<file path="config.mk">
export PLATFORM = sky130hd
export DESIGN_NAME = i2s_audio_receiver
export DESIGN_NICKNAME = d
export VERILOG_FILES = /design/src/rtl/i2s_audio_receiver.sv
export SDC_FILE = /design/constraint.sdc
export NUM_CORES = 1
export LEC_CHECK = 0
export BUFFER_PORTS_ARGS = -buffer_cell sky130_fd_sc_hd__buf_2
export CAP_MARGIN = 20
export CORE_MARGIN = 8
export CORE_UTILIZATION = 57
export DETAILED_ROUTE_END_ITERATION = 7
export GPL_TIMING_DRIVEN = 0
export MAX_ROUTING_LAYER = met4
export PLACE_DENSITY = 0.87
export SLEW_MARGIN = 10
export SYNTH_ARGS = -nofsm -noshare
export SYNTH_HDL_FRONTEND = slang
export SYNTH_SLANG_ARGS = --single-unit
</file>
<file path="constraint.sdc">
create_clock -name clk -period 2.1 [get_ports clk]
set_clock_uncertainty 0.05 [all_clocks]
set_input_delay 0.42 -clock clk [delete_from_list [all_inputs] [get_ports clk]]
set_output_delay 0.42 -clock clk [all_outputs]
set_load 0.01 [all_outputs]
</file>
<file path="src/rtl/i2s_audio_receiver.sv">
// Left-justified 2x16-bit serial audio receiver with valid/ack handshake and overrun/frame error flags.
// Optional peak-magnitude tracker enabled by defining I2S_RX_PEAK_EN.
module i2s_audio_receiver (
  input  logic        clk,
  input  logic        rst_n,
  input  logic        audio_bck,
  input  logic        audio_ws,
  input  logic        audio_data,
  output logic [15:0] audio_out_left,
  output logic [15:0] audio_out_right,
  output logic        sample_valid,
  input  logic        sample_ack,
  output logic        overrun,
  output logic        frame_err
`ifdef I2S_RX_PEAK_EN
  ,
  output logic [15:0] peak_level,
  input  logic        peak_clr
`endif
);

  typedef enum logic [1:0] {IDLE, SHIFT, HOLD} state_t;

  state_t      r_state;
  state_t      w_next;
  logic [2:0]  r_bck_sync;
  logic [2:0]  r_ws_sync;
  logic [2:0]  r_data_sync;
  logic [4:0]  r_cnt;
  logic [31:0] r_shift;
  logic        r_load;
  logic [15:0] r_left;
  logic [15:0] r_right;
  logic        r_valid;
  logic        r_overrun;
  logic        r_frame_err;
  logic        w_bck_rise;
  logic        w_ws_rise;
  logic        w_bit;
  logic        w_shift;
  logic        w_cnt_clr;
  logic        w_err;
  logic        w_done;

  always_ff @(posedge clk or negedge rst_n) begin
    if (!rst_n) begin
      r_bck_sync  <= '0;
      r_ws_sync   <= '0;
      r_data_sync <= '0;
    end else begin
      r_bck_sync  <= {r_bck_sync[1:0], audio_bck};
      r_ws_sync   <= {r_ws_sync[1:0], audio_ws};
      r_data_sync <= {r_data_sync[1:0], audio_data};
    end
  end

  assign w_bck_rise = r_bck_sync[1] & ~r_bck_sync[2];
  assign w_ws_rise  = r_ws_sync[1] & ~r_ws_sync[2];
  // Third stage holds data as it stood just before the bck edge was seen.
  assign w_bit      = r_data_sync[2];

  always_ff @(posedge clk or negedge rst_n) begin
    if (!rst_n) r_state <= IDLE;
    else        r_state <= w_next;
  end

  // A ws_rise always restarts the frame first; a coincident bck_rise becomes bit 0.
  always_comb begin
    w_next    = r_state;
    w_shift   = 1'b0;
    w_cnt_clr = 1'b0;
    w_err     = 1'b0;
    w_done    = 1'b0;
    case (r_state)
      IDLE: begin
        if (w_ws_rise) begin
          w_next    = SHIFT;
          w_cnt_clr = 1'b1;
          w_shift   = w_bck_rise;
        end
      end
      SHIFT: begin
        w_shift = w_bck_rise;
        if (w_ws_rise) begin
          w_cnt_clr = 1'b1;
          w_err     = (r_cnt != '0);
        end else if (w_bck_rise && (r_cnt == 5'd31)) begin
          w_next = HOLD;
          w_done = 1'b1;
        end
      end
      HOLD: begin
        if (w_ws_rise) begin
          w_next    = SHIFT;
          w_cnt_clr = 1'b1;
          w_shift   = w_bck_rise;
        end
      end
      default: w_next = IDLE;
    endcase
  end

  always_ff @(posedge clk or negedge rst_n) begin
    if (!rst_n) begin
      r_cnt       <= '0;
      r_shift     <= '0;
      r_load      <= 1'b0;
      r_frame_err <= 1'b0;
    end else begin
      r_load      <= w_done;
      r_frame_err <= w_err;
      if (w_shift) r_shift <= {r_shift[30:0], w_bit};
      if (w_cnt_clr)    r_cnt <= w_shift ? 5'd1 : 5'd0;
      else if (w_shift) r_cnt <= r_cnt + 5'd1;
    end
  end

  always_ff @(posedge clk or negedge rst_n) begin
    if (!rst_n) begin
      r_left    <= '0;
      r_right   <= '0;
      r_valid   <= 1'b0;
      r_overrun <= 1'b0;
    end else if (r_load) begin
      r_left  <= r_shift[31:16];
      r_right <= r_shift[15:0];
      r_valid <= 1'b1;
      if (r_valid && !sample_ack) r_overrun <= 1'b1;
    end else if (sample_ack) begin
      r_valid <= 1'b0;
    end
  end

  assign audio_out_left  = r_left;
  assign audio_out_right = r_right;
  assign sample_valid    = r_valid;
  assign overrun         = r_overrun;
  assign frame_err       = r_frame_err;

`ifdef I2S_RX_PEAK_EN
  function automatic logic [15:0] f_mag(input logic [15:0] s);
    if (s == 16'h8000) return 16'h7FFF;
    return s[15] ? (~s + 16'd1) : s;
  endfunction

  logic [15:0] w_mag_l;
  logic [15:0] w_mag_r;
  logic [15:0] w_pair_mag;
  logic [15:0] r_peak;

  assign w_mag_l    = f_mag(r_shift[31:16]);
  assign w_mag_r    = f_mag(r_shift[15:0]);
  assign w_pair_mag = (w_mag_l > w_mag_r) ? w_mag_l : w_mag_r;

  always_ff @(posedge clk or negedge rst_n) begin
    if (!rst_n) begin
      r_peak <= '0;
    end else if (r_load) begin
      if (peak_clr || (w_pair_mag > r_peak)) r_peak <= w_pair_mag;
    end else if (peak_clr) begin
      r_peak <= '0;
    end
  end

  assign peak_level = r_peak;
`endif

endmodule

</file>
== After elaboration in Yosys (flattened, before gate mapping) ==
Index checks and enable logic that the tools add are counted.
W data, S select, Z words.
Operators by class
  $add $sub $neg: 1
  equal/unequal tests: 6
  multiplexer cells: 18
  bitwise gates (word level): 4
  reduce and logical (&&, ||, !) cells: 11
Operators with widths (number)
  $mux W1: 11
  $mux W5: 2
  $mux W2: 3
  $add A5 B1 Y5 const B: 1
  $eq A5 B5 Y1 const B: 1
  $reduce_bool A5 Y1: 1
  $ne A2 B2 Y1 const B: 2
  $pmux W2 S2: 1
  $reduce_bool A2 Y1: 2
  $reduce_and A3 Y1: 1
  $reduce_or A3 Y1: 1
  $and A1 B1 Y1: 2
  $eq A2 B1 Y1 const B: 1
  $eq A2 B2 Y1 const B: 1
  $logic_and A1 B1 Y1: 2
  $logic_not A2 Y1: 1
  $ne A2 B1 Y1 const B: 1
  $not A1 Y1: 2
  $pmux W1 S2: 1
  $reduce_and A2 Y1: 1
  $reduce_or A2 Y1: 1
  $logic_not A1 Y1: 1
Storage, ports and cells
  flip-flop bits (word level): 84
  output and inout port bits: 35
  word-level logic and storage cells: 52

== Logic depth before layout (Yosys ltp) ==
Gate-level depths: netlist of the first run.
  word-level depth: 6
  mapped depth: 6
  depth with buffers taken out: 6

== Worst setup path before layout of the first run ==
Ideal clock, no wire load.
  kind: register to register
  start: register r_cnt[0]
  end: register r_cnt[4]
  arrival: 1.295 ns
  slack: 0.634 ns
  cell stages (with the launch flop): 6
  period minus slack after synthesis: 1.466 ns
  cells stage by stage: dfrtp_1 -> ha_1 -> and3_1 -> ha_1 -> a32oi_1 -> nand2_1
Between the ends
  word-level cells in the longest chain between the ends: 3
Ends and longest elaborated chain
  start, declared: line 29  | logic [4:0] r_cnt;
  start signal, assigned: line 113  | if (w_cnt_clr) r_cnt <= w_shift ? 5'd1 : 5'd0;
  start signal, assigned: line 114  | else if (w_shift) r_cnt <= r_cnt + 5'd1;
  $add A5 B1 Y5: line 114
  $mux W5: line 114
  $mux W5: line 113
No other way between the ends. The select of a mux whose other input is x is not followed.
A chain may end at the register's enable or synchronous reset.

== Worst setup path in the final report of the first run ==
Ends and elaborated chain as after synthesis.

==> metrics.cfg, run 1 <==
[timing]
slew_headroom_pct=68.67
period_share_pct=77.12
setup_violations=0
rsz0062_at_grt=false
drv_slew=0
timing.hold.ws_ns=0.1342
max_freq_ghz=0.6175
fin_tns_setup_ns=0
hold_viol_final=0
min_period_ns=1.620
worstMarginPinSlew_ns=0.4700

[die]
fp.dieW_um=92.14
die_area_um2=8490
core_um2=5540
start_util_pct=59.64
die_y_um=92.14
io_pins=41
rows=27

[global_routing]
grt_pass1_vias=1914
grt-ovfl-total=0
grt_usage_pct=14.27
grt_max_degree=50
grt_pass1_wl_mm=9.439
antenna_found_initial=0

[worst_setup_path]
cp_max_fo=5
slowest_delay_ns=0.45
startpoint_type=flip-flop
crit_slowest_cell=dfrtp_1
worst_ep_arrival_time_ns=1.79
crit_type=flip-flop to flip-flop
end_kind=flip-flop
worstPathRequired_ns=2.27
crit_top_cell=ha_1
crit_chain=ha_1, and3_1, ha_1, a32oi_1, nand2_1
r2r_slack_ns=0.48

[final_layout]
final_nets=270
layout_common_cells=84 x dfrtp_1, 59 x mux2_2, 42 x buf_2, 9 x clkbuf_8
final_common_cell=dfrtp_1
antenna_cells=0
drive_gt1_share_pct=52.26
area_growth_pct=16.47

[clock_tree]
numCtsBuffers=9
cts_tree=done
cts.sinks=84
cts_buffer_depth=2
cts_hold_buf=1
clk_latency_ns=0.34
clk_pin_slew_worst_paths_ns=0.08
root_buffer=clkbuf_8
post_cts_resized=0
htree_levels=3
postCtsSetupBuffers=0

[drt]
routed_wl_mm=5.488
drc=0
postRouteAntennaNets=0
vias=1800
vias_per_cell=5.325
wire_per_inst_um=16.24
drt_iter0_markers=47
drt_pass1_iterations=4

[logic_synthesis]
ys_ff_latch=84
synth.top_cell.area_share_pct=63.61
yosysTopAreaCell=dfrtp_1
yosysWarnings=0
synth.area.top_cells=dfrtp_1 64%, mux2_2 20%, mux2_4 2.7%, buf_6 2.0%, ha_1 1.1%
synthesis.area_um2=3304
synth_cells=208
synth_nets=217
avgSynthCellArea_um2=15.89
ys_seq_area_share_pct=63.61
yosys.cell_types.count=33

[placed_design]
portBuffers=40
gp_congestion=0.7944
dpl.hpwl_mm=3.777

[power]
p_per_area_nw_per_um2=880.5
p_leak_nw=2.053
peakVddDrop_mv=0.6763

[run_status]
status=completed

[run]
cap_violations=0

[worst_hold_path]
min_path_type=primary input to flip-flop

## Yosys cell counts
| master | count |
|---|---|
| nand2_2 | 1 |
| and2b_1 | 1 |
| buf_2 | 3 |
| a21o_1 | 2 |
| ha_1 | 3 |
| a21oi_1 | 5 |
| o21a_1 | 1 |
| nand4b_1 | 1 |
| dfrtp_1 | 84 |
| inv_1 | 3 |
| mux2_2 | 59 |
| a22o_1 | 1 |
| and2_1 | 1 |
| nor3_1 | 3 |
| o21ai_2 | 1 |
| nor3b_4 | 1 |
| nand2b_1 | 1 |
| o21ai_0 | 1 |
| nor2_1 | 1 |
| buf_6 | 6 |
| nor4b_1 | 1 |
| nand2_1 | 4 |
| clkbuf_1 | 2 |
| nor2b_4 | 1 |
| and3_1 | 1 |
| mux2_4 | 6 |
| nand3_1 | 6 |
| and4_1 | 1 |
| a32oi_1 | 2 |
| a31o_2 | 1 |
| buf_8 | 1 |
| nand2b_4 | 2 |
| a221oi_2 | 1 |
## routing by layer
layer / vias to the layer above / global-route usage [%] / part of all wire [%]
li1: 842 / - / -
met1: 922 / 17.71 / 47
met2: 31 / 21.57 / 48
met3: 5 / 3.586 / 4.0
met4: 0 / 6.443 / 1.1
met5: - / - / 0
## stage by stage
step / cells / total power [W] / util (%) / cell area, um^2 / worst slack, ns
after floorplan: 208 / 0.002075 / - / 3304 / 0.6339
after global placement: 320 / 0.002158 / 64.88 / 3595 / -0.06021
after detailed placement: 321 / 0.002184 / 65.42 / 3625 / 0.5124
after CTS: 338 / 0.003416 / 69.47 / 3849 / 0.4921
after global routing: 338 / 0.003532 / 69.47 / 3849 / 0.4482
final: 338 / 0.003389 / 69.47 / 3849 / 0.4805
## where the power goes
group          leakage, nW  switching, W  internal (W)  total (W)
logic                0.824      0.000110      0.000167   0.000277
clock network        0.107      0.000559      0.000671    0.00123
registers             1.12      0.000116       0.00177    0.00188
## sequential cells by signal, summed over array words and instances, names as in the netlist
name,flops
sample_valid,1
r_ws_sync,3
r_bck_sync,3
r_cnt,5
overrun,1
audio_out_left,16
r_load,1
r_state,2
frame_err,1
audio_out_right,16
r_data_sync,3
r_shift,32
## area by class of cell
cell class	instances	area, um^2
clock buffers	10	127.6
plain buffers	12	105.1
flip-flops and latches	84	2102
clock inverters	6	86.33
repair buffers	42	240.2
multi-input cells	109	1086
fillers	375	1692
well taps	72	90.09
inverters	3	11.26
## logic make-up after synthesis
family,share of synthesized area [%]
adder cells (fa/ha/maj),1.136
flip-flops,63.61
buffers and inverters,3.521
multiplexers,22.83
AO/OA/AOI/OAI,3.370
AND/OR/NAND/NOR,5.529
## path summary, 6_finish.rpt
| path | start | endpoint | cells after the start |
|---|---|---|---|
| setup / recovery | r_cnt[0] | r_cnt[4] | 5 |
| hold / removal | audio_bck | r_bck_sync[0] | 1 |
| setup reg to reg | r_cnt[0] | r_cnt[4] | 5 |
| hold reg to reg | r_bck_sync[0] | r_bck_sync[1] | 0 |
| max in group asynchronous | rst_n | r_shift[22] | 3 |
| min in group asynchronous | rst_n | audio_out_right[7] | 2 |
## critical path, delay by kind of cell (launching register included)
family | cells | cell delay, ns
AO/OA/AOI/OAI | 1 | 0.21
adder cells (fa/ha/maj) | 2 | 0.52
flip-flops | 1 | 0.45
AND/OR/NAND/NOR | 2 | 0.27
(Power assumes the default switching activity.)
==> run 2: changes to the inputs <==
ABC_AREA = 1   (was default)
CORE_UTILIZATION = 51   (was 57)
PLACE_DENSITY = 0.82   (was 0.87)
clock period = 1.4 ns   (was 2.1 ns; I/O delays follow)
==> metrics.cfg, run 2 <==
[clock_tree]
cts.sinks=84  ; unchanged
clk_latency_ns=0.36  ; +0.02 ns
cts_tree=done
clk_pin_slew_worst_paths_ns=0.08  ; about the same
root_buffer=clkbuf_8
numCtsBuffers=9  ; unchanged
htree_levels=3  ; unchanged
cts_buffer_depth=2  ; unchanged

[logic_synthesis]
synth_edf_count=0  ; unchanged
yosysWarnings=0  ; unchanged
synthesis.area_um2=3276  ; -0.87%
yosys.cell_types.count=24  ; -27%
ys_seq_area_share_pct=64.17  ; +0.56 points
synth_common_cells=91 x nand2_1, 84 x dfrtp_1, 37 x inv_1
ys_async_sr_fraction_pct=100.0  ; unchanged
ys_ff_latch=84  ; unchanged
yosysTopAreaCell=dfrtp_1
avgSynthCellArea_um2=10.27  ; -35%
synth.area.top_cells=dfrtp_1 64%, nand2_1 10%, o21ai_2 4.5%, inv_1 4.2%, o21ai_0 4.1%
synth_nets=328  ; +51%
post-synth-top-count-cell=nand2_1
yosys_most_used_dff=dfrtp_1
synth.top_cell.area_share_pct=64.17  ; +0.56 points
synth_cells=319  ; +53%

[worst_setup_path]
crit_type=flip-flop to flip-flop
cp_max_fo=3  ; -2
r2r_slack_ns=0.04  ; -0.44 ns
end_kind=flip-flop
startpoint_type=flip-flop
crit-reg2reg-launch=r_cnt[1]
worst_ep_arrival_time_ns=1.55  ; -0.24 ns
worstPathRequired_ns=1.59  ; -0.68 ns
worstReg2RegEnd=r_state[0]
r2r_cells=6  ; +1

[die]
core_um2=6277  ; +13%
io_pins=41  ; unchanged
fp.dieW_um=96.14  ; +4.3%
die_area_um2=9243  ; +8.9%
rows=29  ; +7.4%
start_util_pct=52.18  ; -7.5 points
die_y_um=96.14  ; +4.3%

[final_layout]
final_common_cell=nand2_1
area_growth_pct=18.49
top_register=r_shift
seqCellArea_um2=2103  ; about the same
antenna_cells=0  ; unchanged
largest_reg_flops=32  ; unchanged
multi_input_area_um2=924.6  ; -15%
final_util_pct=61.83  ; -7.6 points
num-fill-cells=520  ; +39%
drive_gt1_share_pct=28.27  ; -24 points
final_nets=386  ; +43%
layout_common_cells=91 x nand2_1, 83 x dfrtp_1, 41 x buf_2, 37 x inv_1, 27 x o21ai_0

[timing]
hold_viol_final=0  ; unchanged
min_period_ns=1.355  ; -0.2645 ns
max_freq_ghz=0.7380  ; +20%
drv_slew=0  ; unchanged
timing.hold.ws_ns=0.1313  ; -0.002902 ns
setup_violations=0  ; unchanged
period_share_pct=96.79  ; +20 points
slew_headroom_pct=71.88  ; +3.2 points
rsz0062_at_grt=true
worstMarginPinSlew_ns=0.4218  ; -0.04820 ns

[drt]
postRouteAntennaNets=0  ; unchanged
drc=0  ; unchanged
drt_pass1_iterations=4  ; unchanged
drt_iter0_markers=117  ; +150%
vias_per_cell=4.878  ; -8.4%
vias=2239  ; +24%
routed_wl_mm=6.035  ; +10%
wire_per_inst_um=13.15  ; -19%

[placed_design]
portBuffers=40  ; unchanged
gp_congestion=0.7943  ; about the same
dpl.hpwl_mm=4.101  ; +8.6%

[power]
power.share.clock_pct=36.5  ; +0.2 points
power_w=0.004790  ; +41%
p_comb_share_pct=8.7  ; +0.5 points
p_leak_nw=1.994  ; -2.9%
switching_share_pct=24.21  ; +1.0 points
p_seq_share_pct=54.8  ; -0.7 points
p_int_w=0.003631  ; +39%
p_per_area_nw_per_um2=1234  ; +40%
switchingPower_w=0.001160  ; +48%
peakVddDrop_mv=0.6082  ; -10%

[global_routing]
grt-ovfl-total=0  ; unchanged
grt_pass1_wl_mm=10.10  ; +7.0%
grt_max_degree=54  ; +8.0%
antenna_found_initial=0  ; unchanged
grt_usage_pct=14.76  ; +0.49 points
grt_pass1_vias=2256  ; +18%

[worst_hold_path]
whs_path_depth=4  ; +3
hp-start=sample_ack
min_path_type=primary input to flip-flop
holdPathEnd=sample_valid

[run]
cap_violations=0  ; unchanged

[run_status]
status=completed

## run 2: layout make-up
type                    instances  share of cell area [%]
flip-flops and latches         84                   54.19
multi-input cells             181                   23.82
repair buffers                 47                   7.350
clock buffers                  12                   3.997
inverters                      41                   3.965
plain buffers                  13                   2.966
well taps                      77                   2.482
clock inverters                 4                   1.225
## run 2: metal layers
metal / track usage (%) / share of wire, % / vias up
met2: 22.42 / 48 / 35
li1: - / - / 1112
met1: 17.79 / 45 / 1082
met3: 4.680 / 5.0 / 10
met5: - / 0 / -
met4: 6.146 / 1.8 / 0
## run 2: per-stage QoR
stage                     std cells  cell area, um^2  setup WS [ns]  setup TNS, ns
after floorplan                 319             3276         0.1459              0
after global placement          436             3572        -0.6021         -50.25
after detailed placement        437             3602       -0.01732       -0.01732
after CTS                       458             3856       -0.03474       -0.03474
after global routing            459             3881       -0.02258       -0.02258
final                           459             3881        0.04499              0
## run 2: power groups by stage
stage,Combinational [W],Clock [W],Sequential (W)
global placement,0.000342,0,0.00268
detailed placement,0.000373,0,0.00268
finish,0.000416,0.00175,0.00263
floorplan,0.000247,0,0.00267
global route,0.000475,0.00189,0.00264
CTS,0.000401,0.00177,0.00263
## run 2: how the worst max path moves through the flow
stage / start / end / slack (ns) / depth (start not counted)
4_1_cts: r_cnt[0] / r_state[0] / -0.03 / 6
6_report: r_cnt[1] / r_state[0] / 0.04 / 6
3_5_place_dp: r_cnt[0] / r_state[0] / -0.02 / 6
3_3_place_gp: rst_n / r_ws_sync[0] / -0.60 / 1
2_1_floorplan: r_cnt[0] / r_cnt[4] / 0.15 / 6
5_1_grt: r_cnt[1] / r_state[0] / -0.02 / 6
## run 2: cells by family (layout without fill, tap and decap cells)
logic type / Yosys count / after routing / share of synthesized area (%)
simple gates: 118 / 118 / 15.13
fa+ha+maj: 3 / 3 / 1.146
xor+xnor: 2 / 2 / 0.5349
compound gates: 58 / 58 / 11.00
flops: 84 / 84 / 64.17
buf+inv: 54 / 117 / 8.021
## run 2: critical path, cell delays in order (launching register included)
cell and delay, ns:
dfrtp_1 0.38, ha_2 0.20, nand2_1 0.06, nor2_1 0.11
ha_1 0.17, nand3_2 0.11, and3_1 0.17
## run 2: timing repair
item | 4_1_cts | 5_1_grt
setup buffers | 1 | 1
pin swaps | 0 | 0
endpoints found under the hold margin | 34 | 0
hold buffers | 4 | 0
endpoints found under the setup margin | 2 | 20
gates resized for setup | 2 | 11
==> run 3: changes to the inputs <==
CORE_ASPECT_RATIO = 1.2   (was default)
HOLD_SLACK_MARGIN = 0.05   (was default)
==> metrics.cfg, run 3 (synthesis gave the netlist of run 2 again) <==
[clock_tree]
cts.sinks=84  ; unchanged
root_buffer=clkbuf_8
numCtsBuffers=9  ; unchanged
cts_tree=done
htree_levels=3  ; unchanged
clk_pin_slew_worst_paths_ns=0.08  ; about the same
cts_buffer_depth=2  ; unchanged
clk_latency_ns=0.35  ; about the same

[power]
p_leak_nw=2.002  ; +0.43%
peakVddDrop_mv=1.035  ; +70%
p_per_area_nw_per_um2=1272  ; +3.1%
power_w=0.004991  ; +4.2%

[worst_setup_path]
crit_chain=ha_2, nand2_1, nor2_2, ha_1, nand3_1, and3_1
critPathBufInv=0  ; unchanged
cp_max_fo=4  ; +1
r2r_cells=6  ; unchanged
slowest_delay_ns=0.43  ; +0.05 ns
critPathTopFamily=simple AND/OR/NAND/NOR gates
path_depth=6  ; unchanged
worstPathRequired_ns=1.59  ; about the same
crit_slowest_cell=dfrtp_1
end_kind=flip-flop
worst_ep_arrival_time_ns=1.60  ; +0.05 ns
crit_type=flip-flop to flip-flop
startpoint_type=flip-flop

[die]
die_y_um=103.8  ; +8.0%
start_util_pct=51.78  ; -0.40 points
rows=32  ; +10%
fp.dieW_um=89.16  ; -7.3%
die_area_um2=9254  ; +0.12%
io_pins=41  ; unchanged
core_um2=6326  ; +0.78%

[drt]
drt_pass1_iterations=4  ; unchanged
routed_wl_mm=6.178  ; +2.4%
vias_per_cell=4.783  ; -1.9%
wire_per_inst_um=13.14  ; about the same
postRouteAntennaNets=0  ; unchanged
vias=2248  ; +0.40%
drc=0  ; unchanged
drt_iter0_markers=125  ; +6.8%

[run_status]
violations=negative setup slack
status=finished with violations

[timing]
fin_tns_setup_ns=-0.01120  ; -0.01120 ns
timing.hold.ws_ns=0.1285  ; -0.002809 ns
setup_violations=1  ; +1
worstMarginPinSlew_ns=0.3461  ; -0.07577 ns
hold_viol_final=0  ; unchanged
max_freq_ghz=0.7086  ; -4.0%
rsz0062_at_grt=true
drv_slew=0  ; unchanged
slew_headroom_pct=76.93  ; +5.1 points
min_period_ns=1.411  ; +0.05619 ns
fin_ws_ns=-0.01120  ; -0.05619 ns
period_share_pct=100.8  ; +4.0 points

[global_routing]
grt-ovfl-total=0  ; unchanged
grt_max_degree=61  ; +13%
grt_pass1_vias=2296  ; +1.8%
grt_usage_pct=14.67  ; -0.093 points
antenna_found_initial=0  ; unchanged
grt_pass1_wl_mm=10.34  ; +2.4%

[final_layout]
largest_reg_flops=32  ; unchanged
top_register=r_shift
drive_gt1_share_pct=28.05  ; -0.22 points
final_common_cell=nand2_1
fin_cells=470  ; +2.4%
final_nets=389  ; +0.78%
layout_common_cells=91 x nand2_1, 84 x dfrtp_1, 41 x buf_2, 37 x inv_1, 27 x o21ai_0
antenna_cells=0  ; unchanged
area_growth_pct=19.75

[placed_design]
gp_congestion=0.8386  ; +5.6%
portBuffers=40  ; unchanged
dpl.hpwl_mm=4.181  ; +2.0%
dp.cells=445  ; +1.8%

[run]
cap_violations=0  ; unchanged

[worst_hold_path]
whs_path_depth=4  ; unchanged
min_path_type=primary input to flip-flop

run 3: path summary, 6_finish.rpt:
path / from / endpoint / slack, ns
min reg2reg: r_ws_sync[0] / r_ws_sync[1] / 0.30
max: r_cnt[0] / r_state[0] / -0.01
min in group asynchronous: rst_n / audio_out_left[8] / 0.31
max in group asynchronous: rst_n / r_shift[1] / 0.39
max reg2reg: r_cnt[0] / r_state[0] / -0.01
min: sample_ack / sample_valid / 0.13
run 3: what timing repair did:
action,in CTS,in global routing
endpoints found under the setup margin,0,18
hold buffers,4,0
gates resized for setup,0,8
buffers inserted,0,5
hold endpoints to repair,27,0
run 3: area by class of cell:
class | count | area (um^2)
Buffer | 13 | 112.6
Clock buffer | 9 | 123.9
Clock inverter | 7 | 100.1
Fill cell | 543 | 2404
Inverter | 41 | 153.9
Multi-Input combinational cell | 181 | 915.9
Sequential cell | 84 | 2102
Tap cell | 85 | 106.4
Timing Repair Buffer | 50 | 307.8
run 3: per-stage QoR:
stage | cell area, um^2 | utilization, % | setup WS, ns
2_1_floorplan | 3276 | - | 0.1459
3_3_place_gp | 3582 | 56.63 | -0.5897
3_5_place_dp | 3612 | 57.10 | 0.02854
4_1_cts | 3876 | 61.27 | 0.01857
5_1_grt | 3923 | 62.01 | -0.1093
6_report | 3923 | 62.01 | -0.01120
run 3: layer usage:
layer	global-route usage, %	wire [um]	up-vias
met2	23.04	3063	54
met4	4.529	69	0
met1	17.53	2690	1070
li1	-	-	1116
met3	4.427	354	8
met5	-	0	-
run 3: worst reg2reg max path: stages (launching register included):
cell,delay [ns]
dfrtp_1,0.43
ha_2,0.23
nand2_1,0.08
nor2_2,0.11
ha_1,0.14
nand3_1,0.11
and3_1,0.16
run 3: where the power goes:
group	leakage (nW)	switching, W	total [W]	internal [W]
Clock	0.102	0.000890	0.00190	0.00101
Sequential	1.14	0.0000846	0.00263	0.00255
Combinational	0.763	0.000263	0.000453	0.000190
